[src/rtl/fir_result_byte_tx_if.sv]
// -----------------------------------------------------------------------------
// fir_result_byte_tx_if
// Bundles the signals between the FIR result port, the byte transmitter and
// the pin-side byte sink.
//   y_dat/y_vld   : FIR result word and its one-cycle strobe
//   byte_*        : valid/ready byte stream toward the pins
//   clr_ovr       : clears the sticky overrun flag
//   busy/overrun  : transmitter status
// Modports:
//   master : the environment (FIR core + pin sink) driving the transmitter
//   slave  : the transmitter itself
// -----------------------------------------------------------------------------
interface fir_result_byte_tx_if #(
    parameter int WORD_W = 32,
    parameter int BYTE_W = 8
);
    logic [WORD_W-1:0] y_dat;
    logic              y_vld;
    logic              byte_rdy;
    logic              clr_ovr;
    logic [BYTE_W-1:0] byte_dat;
    logic              byte_vld;
    logic              byte_last;
    logic              busy;
    logic              overrun;

    modport master (
        output y_dat, y_vld, byte_rdy, clr_ovr,
        input  byte_dat, byte_vld, byte_last, busy, overrun
    );

    modport slave (
        input  y_dat, y_vld, byte_rdy, clr_ovr,
        output byte_dat, byte_vld, byte_last, busy, overrun
    );
endinterface

[src/rtl/fir_result_byte_tx.sv]
// -----------------------------------------------------------------------------
// fir_result_byte_tx
// Takes each WORD_W-bit FIR result and streams it out as BYTE_W-bit beats over
// a valid/ready handshake. A one-word hold buffer absorbs a result that
// arrives while a word is still being sent; a result arriving when the hold
// buffer is already occupied is dropped and flagged on the sticky overrun.
//
// Ports:
//   clk     : system clock
//   rst_n   : asynchronous active-low reset
//   bus     : fir_result_byte_tx_if.slave
//             in : y_dat, y_vld, byte_rdy, clr_ovr
//             out: byte_dat, byte_vld, byte_last, busy, overrun
//
// Parameters:
//   WORD_W    : result word width (multiple of BYTE_W)
//   BYTE_W    : beat width
//   LSB_FIRST : 1 = least significant byte first, 0 = most significant first
//
// Build option:
//   FIR_TX_CHECKSUM_EN : append one XOR-of-data-bytes checksum beat per word;
//                        byte_last then marks the checksum beat.
// -----------------------------------------------------------------------------
module fir_result_byte_tx #(
    parameter int WORD_W    = 32,
    parameter int BYTE_W    = 8,
    parameter int LSB_FIRST = 1
) (
    input  logic                 clk,
    input  logic                 rst_n,
    fir_result_byte_tx_if.slave  bus
);
    localparam int NBYTES = WORD_W / BYTE_W;
`ifdef FIR_TX_CHECKSUM_EN
    localparam int NBEATS = NBYTES + 1;
`else
    localparam int NBEATS = NBYTES;
`endif
    // Sized for NBYTES+1 so the checksum beat index still fits.
    localparam int CNT_W = $clog2(NBYTES + 1);

    typedef enum logic {IDLE, SEND} state_t;

    state_t            state, state_nxt;
    logic [WORD_W-1:0] word_q, word_nxt;
    logic [WORD_W-1:0] hold_q, hold_nxt;
    logic              hold_full, hold_full_nxt;
    logic [CNT_W-1:0]  cnt, cnt_nxt;
    logic              ovr, ovr_nxt;

    logic              sending;
    logic              xfer;
    logic              last_beat;
    logic              end_word;
    logic              drain;
    logic              drop;
    logic [BYTE_W-1:0] beat;

    // Byte 'idx' of the word in transmit order.
    function automatic logic [BYTE_W-1:0] pick_byte(input logic [WORD_W-1:0] w,
                                                    input logic [CNT_W-1:0]  idx);
        logic [BYTE_W-1:0] b;
        b = '0;
        for (int k = 0; k < NBYTES; k++) begin
            if (idx == CNT_W'(k)) begin
                if (LSB_FIRST != 0)
                    b = w[k*BYTE_W +: BYTE_W];
                else
                    b = w[(NBYTES-1-k)*BYTE_W +: BYTE_W];
            end
        end
        return b;
    endfunction

`ifdef FIR_TX_CHECKSUM_EN
    function automatic logic [BYTE_W-1:0] xor_bytes(input logic [WORD_W-1:0] w);
        logic [BYTE_W-1:0] x;
        x = '0;
        for (int k = 0; k < NBYTES; k++)
            x = x ^ w[k*BYTE_W +: BYTE_W];
        return x;
    endfunction

    assign beat = (cnt == CNT_W'(NBYTES)) ? xor_bytes(word_q) : pick_byte(word_q, cnt);
`else
    assign beat = pick_byte(word_q, cnt);
`endif

    assign sending   = (state == SEND);
    assign xfer      = sending && bus.byte_rdy;
    assign last_beat = (cnt == CNT_W'(NBEATS - 1));
    assign end_word  = xfer && last_beat;
    // Hold is emptied into the word register this cycle, so it can take a new word.
    assign drain     = end_word && hold_full;

    assign bus.byte_vld  = sending;
    assign bus.byte_dat  = sending ? beat : '0;
    assign bus.byte_last = sending && last_beat;
    assign bus.busy      = sending || hold_full;
    assign bus.overrun   = ovr;

    always_ff @(posedge clk or negedge rst_n) begin
        if (!rst_n) begin
            state     <= IDLE;
            word_q    <= '0;
            hold_q    <= '0;
            hold_full <= 1'b0;
            cnt       <= '0;
            ovr       <= 1'b0;
        end else begin
            state     <= state_nxt;
            word_q    <= word_nxt;
            hold_q    <= hold_nxt;
            hold_full <= hold_full_nxt;
            cnt       <= cnt_nxt;
            ovr       <= ovr_nxt;
        end
    end

    always_comb begin
        state_nxt     = state;
        word_nxt      = word_q;
        hold_nxt      = hold_q;
        hold_full_nxt = hold_full;
        cnt_nxt       = cnt;
        drop          = 1'b0;

        case (state)
            IDLE: begin
                if (bus.y_vld) begin
                    word_nxt  = bus.y_dat;
                    cnt_nxt   = '0;
                    state_nxt = SEND;
                end
            end
            SEND: begin
                if (end_word) begin
                    cnt_nxt = '0;
                    if (hold_full) begin
                        word_nxt      = hold_q;
                        hold_full_nxt = 1'b0;
                    end else if (bus.y_vld) begin
                        word_nxt = bus.y_dat;
                    end else begin
                        state_nxt = IDLE;
                    end
                end else if (xfer) begin
                    cnt_nxt = cnt + 1'b1;
                end

                // A new result that was not loaded straight into the word
                // register goes to hold if there is room, else it is lost.
                if (bus.y_vld && !(end_word && !hold_full)) begin
                    if (!hold_full || drain) begin
                        hold_nxt      = bus.y_dat;
                        hold_full_nxt = 1'b1;
                    end else begin
                        drop = 1'b1;
                    end
                end
            end
            default: state_nxt = IDLE;
        endcase

        // A drop in the same cycle as a clear leaves the flag set.
        if (drop)
            ovr_nxt = 1'b1;
        else if (bus.clr_ovr)
            ovr_nxt = 1'b0;
        else
            ovr_nxt = ovr;
    end
endmodule

[src/flat_wrapper.sv]
// flat-port wrapper written by rule: the top's interface ports become plain ports
module fir_result_byte_tx_flat 
#(
    parameter int WORD_W    = 32,
    parameter int BYTE_W    = 8,
    parameter int LSB_FIRST = 1
)
  (clk, rst_n, bus_y_dat, bus_y_vld, bus_byte_rdy, bus_clr_ovr, bus_byte_dat, bus_byte_vld, bus_byte_last, bus_busy, bus_overrun);
  fir_result_byte_tx_if #(.WORD_W(WORD_W), .BYTE_W(BYTE_W)) bus_i ();
  input  logic clk;
  input  logic rst_n;
  input wire logic [$bits(bus_i.y_dat)-1:0] bus_y_dat;
  input wire logic [$bits(bus_i.y_vld)-1:0] bus_y_vld;
  input wire logic [$bits(bus_i.byte_rdy)-1:0] bus_byte_rdy;
  input wire logic [$bits(bus_i.clr_ovr)-1:0] bus_clr_ovr;
  output wire logic [$bits(bus_i.byte_dat)-1:0] bus_byte_dat;
  output wire logic [$bits(bus_i.byte_vld)-1:0] bus_byte_vld;
  output wire logic [$bits(bus_i.byte_last)-1:0] bus_byte_last;
  output wire logic [$bits(bus_i.busy)-1:0] bus_busy;
  output wire logic [$bits(bus_i.overrun)-1:0] bus_overrun;
  assign bus_i.y_dat = bus_y_dat;
  assign bus_i.y_vld = bus_y_vld;
  assign bus_i.byte_rdy = bus_byte_rdy;
  assign bus_i.clr_ovr = bus_clr_ovr;
  assign bus_byte_dat = bus_i.byte_dat;
  assign bus_byte_vld = bus_i.byte_vld;
  assign bus_byte_last = bus_i.byte_last;
  assign bus_busy = bus_i.busy;
  assign bus_overrun = bus_i.overrun;
  fir_result_byte_tx #(.WORD_W(WORD_W), .BYTE_W(BYTE_W), .LSB_FIRST(LSB_FIRST)) u_core (.clk(clk), .rst_n(rst_n), .bus(bus_i));
endmodule
[config.mk]
export PLATFORM = sky130hd
export DESIGN_NAME = fir_result_byte_tx_flat
export DESIGN_NICKNAME = d
export VERILOG_FILES = /design/src/rtl/fir_result_byte_tx_if.sv /design/src/rtl/fir_result_byte_tx.sv /design/src/flat_wrapper.sv
export SDC_FILE = /design/constraint.sdc
export NUM_CORES = 1
export LEC_CHECK = 0
export CAP_MARGIN = 10
export CORE_UTILIZATION = 56
export CTS_CLUSTER_SIZE = 16
export DETAILED_ROUTE_END_ITERATION = 12
export DONT_BUFFER_PORTS = 1
export PLACE_DENSITY = 0.73
export SYNTH_ARGS = -nofsm -noshare
export SYNTH_HDL_FRONTEND = slang
export SYNTH_SLANG_ARGS = --single-unit
[constraint.sdc]
create_clock -name clk -period 3.2 [get_ports clk]
set_input_delay 0.16 -clock clk [delete_from_list [all_inputs] [get_ports clk]]
set_output_delay 0.16 -clock clk [all_outputs]
set_load 0.02 [all_outputs]
; ---- Word level (Yosys, flattened, before mapping)
; Index checks and enable logic that the tools add are counted.
[classes]
mux = 25
n_bitwise = 1
add_sub_neg = 1
eq_ne = 6
reduce_logical = 14
[op_table]
columns = op, count
row1 = two-way mux 32 bit, 3
row2 = one-hot mux 32 bit (2 select lines), 1
row3 = two-way mux 8 bit, 5
row4 = two-way mux 1 bit, 11
row5 = two-way mux 3 bit, 3
row6 = "equality test 3 x 2 -> 1 bit, second input constant", 2
row7 = logical AND 1 bit, 6
row8 = one-hot mux 3 bit (2 select lines), 1
row9 = "!= test 2 bit, second input constant", 2
row10 = "adder 3 x 1 -> 3 bit, second input constant", 1
row11 = "equality test 3 x 1 -> 1 bit, second input constant", 1
row12 = zero test 3 bit, 1
row13 = "!= test 3 bit, second input constant", 1
row14 = AND reduction 3 bit, 1
row15 = zero test 1 bit, 2
row16 = logical OR 1 bit, 2
row17 = one-hot mux 1 bit (2 select lines), 1
row18 = AND reduction 2 bit, 1
row19 = nonzero test 2 bit, 1
row20 = inverter 1 bit, 1
[totals]
out_inout_bits = 12
inputBits = 37
word_cells = 53
register_bits = 70

; ---- Depth between registers and ports, before layout
[logic_depth]
depth_word = 8
ltp_mapped = 7
ltp_nobuf = 5

; ---- Worst setup path before layout
; Ideal clock, no wire load.
[synth_path]
path_type = register to output
startpoint = register u_core.cnt[0]
endpoint = output bus_byte_dat[0]
arrival_ps = 1742
path_slack_ps = 1298
path_buffers = 0
stages_incl_launch_ff = 5
path_cell_list = dfrtp_1 ha_1 nor3b_1 o21ai_0 o21ai_0
[synth_between]
elab_chain_cells = 6
[synth_lines]
columns = element, line_no
row1 = start: declaration, fir_result_byte_tx.sv:48  ; logic [CNT_W-1:0] cnt, cnt_nxt;
row2 = start signal: assignment, fir_result_byte_tx.sv:115  ; cnt <= cnt_nxt;
row3 = zero test 3 bit, fir_result_byte_tx.sv:65  ; if (idx == CNT_W'(k)) begin
row4 = two-way mux 8 bit (3 in a row), fir_result_byte_tx.sv:65
row5 = two-way mux 8 bit *, fir_result_byte_tx.sv:65
row6 = two-way mux 8 bit *, fir_result_byte_tx.sv:97  ; assign bus.byte_dat = sending ? beat : '0;
row7 = end: declaration, flat_wrapper.sv:16  ; output wire logic [$bits(bus_i.byte_dat)-1:0] bus_byte_dat;
; Every way passes the cells marked *; elsewhere a longest branch is shown, timed or not.

; ---- Final worst setup path
[layout_path]
startpoint = register u_core.cnt[0]
endpoint = output bus_byte_dat[2]
; Same word-level chain as after synthesis.

==> results.yml <==
detailed_routing:
  drt_first_pass_iters: 4
  routed_via_density: 6.27
  drt_drc_violations_left: 0
  detail_route.wirelength_microns: 7760
  route.antenna.remaining_nets: 0
  drt_iter0_markers: 186
  avgRoutedWirePerCell_microns: 20.9
  num_vias: 2327
yosys:
  synthCells: 259
  synth.yosys.seq_area_share_pct: 53.3
  yosysWarnings: 0
  synth_cell_type_count: 31
  syn-num-nets: 300
  syn_area_cell_sq_um: 12.7
  yosys_register_bits: 70
  syn_area_sq_um: 3290
timing:
  worst_slack_ns: 0.547
  max_freq_ghz: 0.377
  timing_worst_slew_pin_value_ns: 0.708
  rsz_0062_raised_after_global_routing: "false"
  finalCritPeriodShare_pct: 82.9
  period_needed_ns: 2.65
  maxSlewViolCount: 0
  timing.final.setup_violations: 0
  hold_slack_final_ns: 0.0216
  hold_viol: 0
  slew-limit-headroom_pct: 52.3
  setup_tns_ns: 0
  final.setup_skew_ns: 0.00919
worst_setup_path:
  crit_path_end_kind: "output pin"
  critPathMaxFanout: 8
  required_ns: 3.04
  critPathKind: "flop to output pin"
  worst_setup_path_start_kind: "flop"
  crit_chain: "ha_1 > nor3b_1 > o21ai_0 > o21ai_0"
  critical_path.max_stage_delay_ns: 0.63
  timing.rr.end: "u_core.hold_q[0]"
  register_to_register_path_setup_slack_ns: 1.27
  arrival_ns: 2.49
  reg2reg_from: "u_core.cnt[0]"
  crit_top_cell: "o21ai_0"
  reg2reg_depth: 5
  critical_path_cell_with_the_highest_stage_delay: "nor3b_1"
global_route:
  number_of_antenna_violations_at_the_first_check_in_global_routing: 0
  grt_overflow: 0
  grt_first_pass_wirelength_microns: 12500
  vias_in_the_first_global_route: 2431
  gr-usage-all-layers_pct: 27.0
  grt_max_degree: 71
clock_tree:
  ctsRootBufferMaster: "clkbuf_8"
  clock_tree.buffer_depth: 2
  clock_tree_from_tritoncts: "done"
  htreeDepth: 3
  inserted_clock_buffers: 9
  postCtsSetupBuffers: 0
  cts_num_sinks: 70
  worstSkewPairLatency_ns: 0.34
  path_clk_slew_ns: 0.07
place:
  post_detail_place_hpwl_microns: 4670
  pre_cts_slack_ns: 0.931
  buffer_ports.inserted: 0
  routabilityCongestion: 0.812
  number_of_placed_cells_counting_well_taps: 319
die:
  floorplan.die.height_microns: 78.6
  start_util_pct: 59.0
  design.core.area_sq_um: 5570
  fp-row-count: 27
  top_level_ports: 49
  dieArea_sq_um: 6180
  chipWidth_microns: 78.6
worst_hold_path:
  holdPathEnd: "u_core.bus.overrun"
  class_of_the_tightest_hold_or_removal_check: "input pin to flop"
  min_from: "bus_byte_rdy"
  hold-path-cell-count: 2
cells_and_area:
  final.fill_count: 412
  design.final.nets: 336
  layout-drive-gt1-share_pct: 20.4
  final-instance-count-excl-fill: 371
  mostFrequentLayoutCell: "dfrtp_1"
  layout-area-overhead-vs-synth_pct: 18.7
  n_antenna_cell: 0
  most-common-layout-cells: "dfrtp_1 (70), dlygate4sd3_1 (36), o22ai_1 (33)"
power:
  power.density_nw_per_um2: 969
  power_leakage_nw: 1.68
  vdd_ir_drop_max_uv: 539
flow_run:
  max-cap-violations: 0
status:
  status: "completed"
==> per-stage QoR <==
stage	instance area (sq um)	utilization [%]	power, mW
floorplan	3290	-	2.73
global placement	3340	59.9	3.03
detailed placement	3340	59.9	3.06
CTS	3900	70.0	3.78
global route	3900	70.0	3.98
finish	3900	70.0	3.78
==> sequential cells by signal, indices dropped and copies added, names as in the netlist <==
register and cells:
u_core.bus.overrun 1, u_core.cnt 3, u_core.hold_q 32, u_core.hold_full 1
u_core.bus.byte_vld 1, u_core.word_q 32
==> worst max-delay path by stage <==
stage | startpoint | to | cells past startpoint
floorplan | u_core.cnt[0] | bus_byte_dat[0] | 4
global placement | u_core.cnt[0] | bus_byte_dat[2] | 4
detailed placement | u_core.cnt[0] | bus_byte_dat[2] | 4
CTS | u_core.cnt[0] | bus_byte_dat[2] | 4
global route | u_core.cnt[0] | bus_byte_dat[5] | 4
finish | u_core.cnt[0] | bus_byte_dat[2] | 4
==> power breakdown <==
| part | internal [mW] | switching, mW | leakage (nW) | total, mW |
|---|---|---|---|---|
| registers | 1.32 | 0.299 | 0.811 | 1.61 |
| logic | 0.819 | 0.701 | 0.785 | 1.52 |
| clock network | 0.318 | 0.325 | 0.0845 | 0.643 |
| total | 2.45 | 1.32 | 1.68 | 3.78 |
==> area by class of cell <==
class                      count  area (sq um)  share of cell area [%]
multi-input combinational    164          1410                    36.2
clock inverter                 3          20.0                   0.513
timing repair buffer          46           455                    11.7
sequential                    70          1750                    44.9
clock buffer                  12           155                    3.98
tap                           72          90.1                    2.31
inverter                       4          15.0                   0.385
==> critical path, delay by kind of cell (launching register included) <==
family,cells,cell delay (ns)
compound gates,2,0.80
fa+ha+maj,1,0.30
flops,1,0.43
simple gates,1,0.63
==> what timing repair did <==
action                                  4_1_cts  5_1_grt
hold buffers                                 37        0
endpoints found under the setup margin        0        0
gates resized for setup                       0        0
endpoints found under the hold margin       106        0
==> cell usage after synthesis <==
cell type	instances	area share (%)
a21oi_1	2	0.30
nor2b_1	2	0.38
a21bo_2	1	0.30
ha_1	4	1.5
clkbuf_1	9	1.0
o21ai_0	19	2.9
nor3_1	2	0.30
a21o_1	3	0.69
a221oi_1	8	2.1
o2bb2a_1	1	0.30
a31oi_1	1	0.19
mux2_4	30	14
buf_2	5	0.76
nand3_1	2	0.30
nor2_1	1	0.11
nand3b_1	1	0.23
nand2b_1	4	0.76
buf_1	4	0.46
a2bb2oi_1	31	8.3
buf_6	3	1.0
and3b_1	1	0.27
o22ai_1	33	6.3
mux2i_4	1	0.69
or2_2	1	0.19
a22oi_2	1	0.38
nand3b_4	1	0.61
dfrtp_1	70	53
nor3b_1	1	0.23
inv_1	4	0.46
mux2_2	2	0.69
nand2_1	11	1.3
==> cell families after synthesis <==
family | after synthesis | synth area share (%)
AOI/OAI and AO/OA | 100 | 21.7
DFF | 70 | 53.3
muxes | 33 | 15.1
and+or+nand+nor | 27 | 4.64
buffers and inverters | 25 | 3.73
adders and majority gates | 4 | 1.52
==> routing by layer <==
| layer | global-route usage, % | part of all wire, % | vias up |
|---|---|---|---|
| met1 | 36.6 | 45 | 1165 |
| met2 | 41.5 | 47 | 85 |
| met5 | 0 | 0 | - |
| met3 | 6.28 | 6.2 | 10 |
| met4 | 11.7 | 1.6 | 0 |
| li1 | - | - | 1067 |
Power figures use the tool's default switching activity.
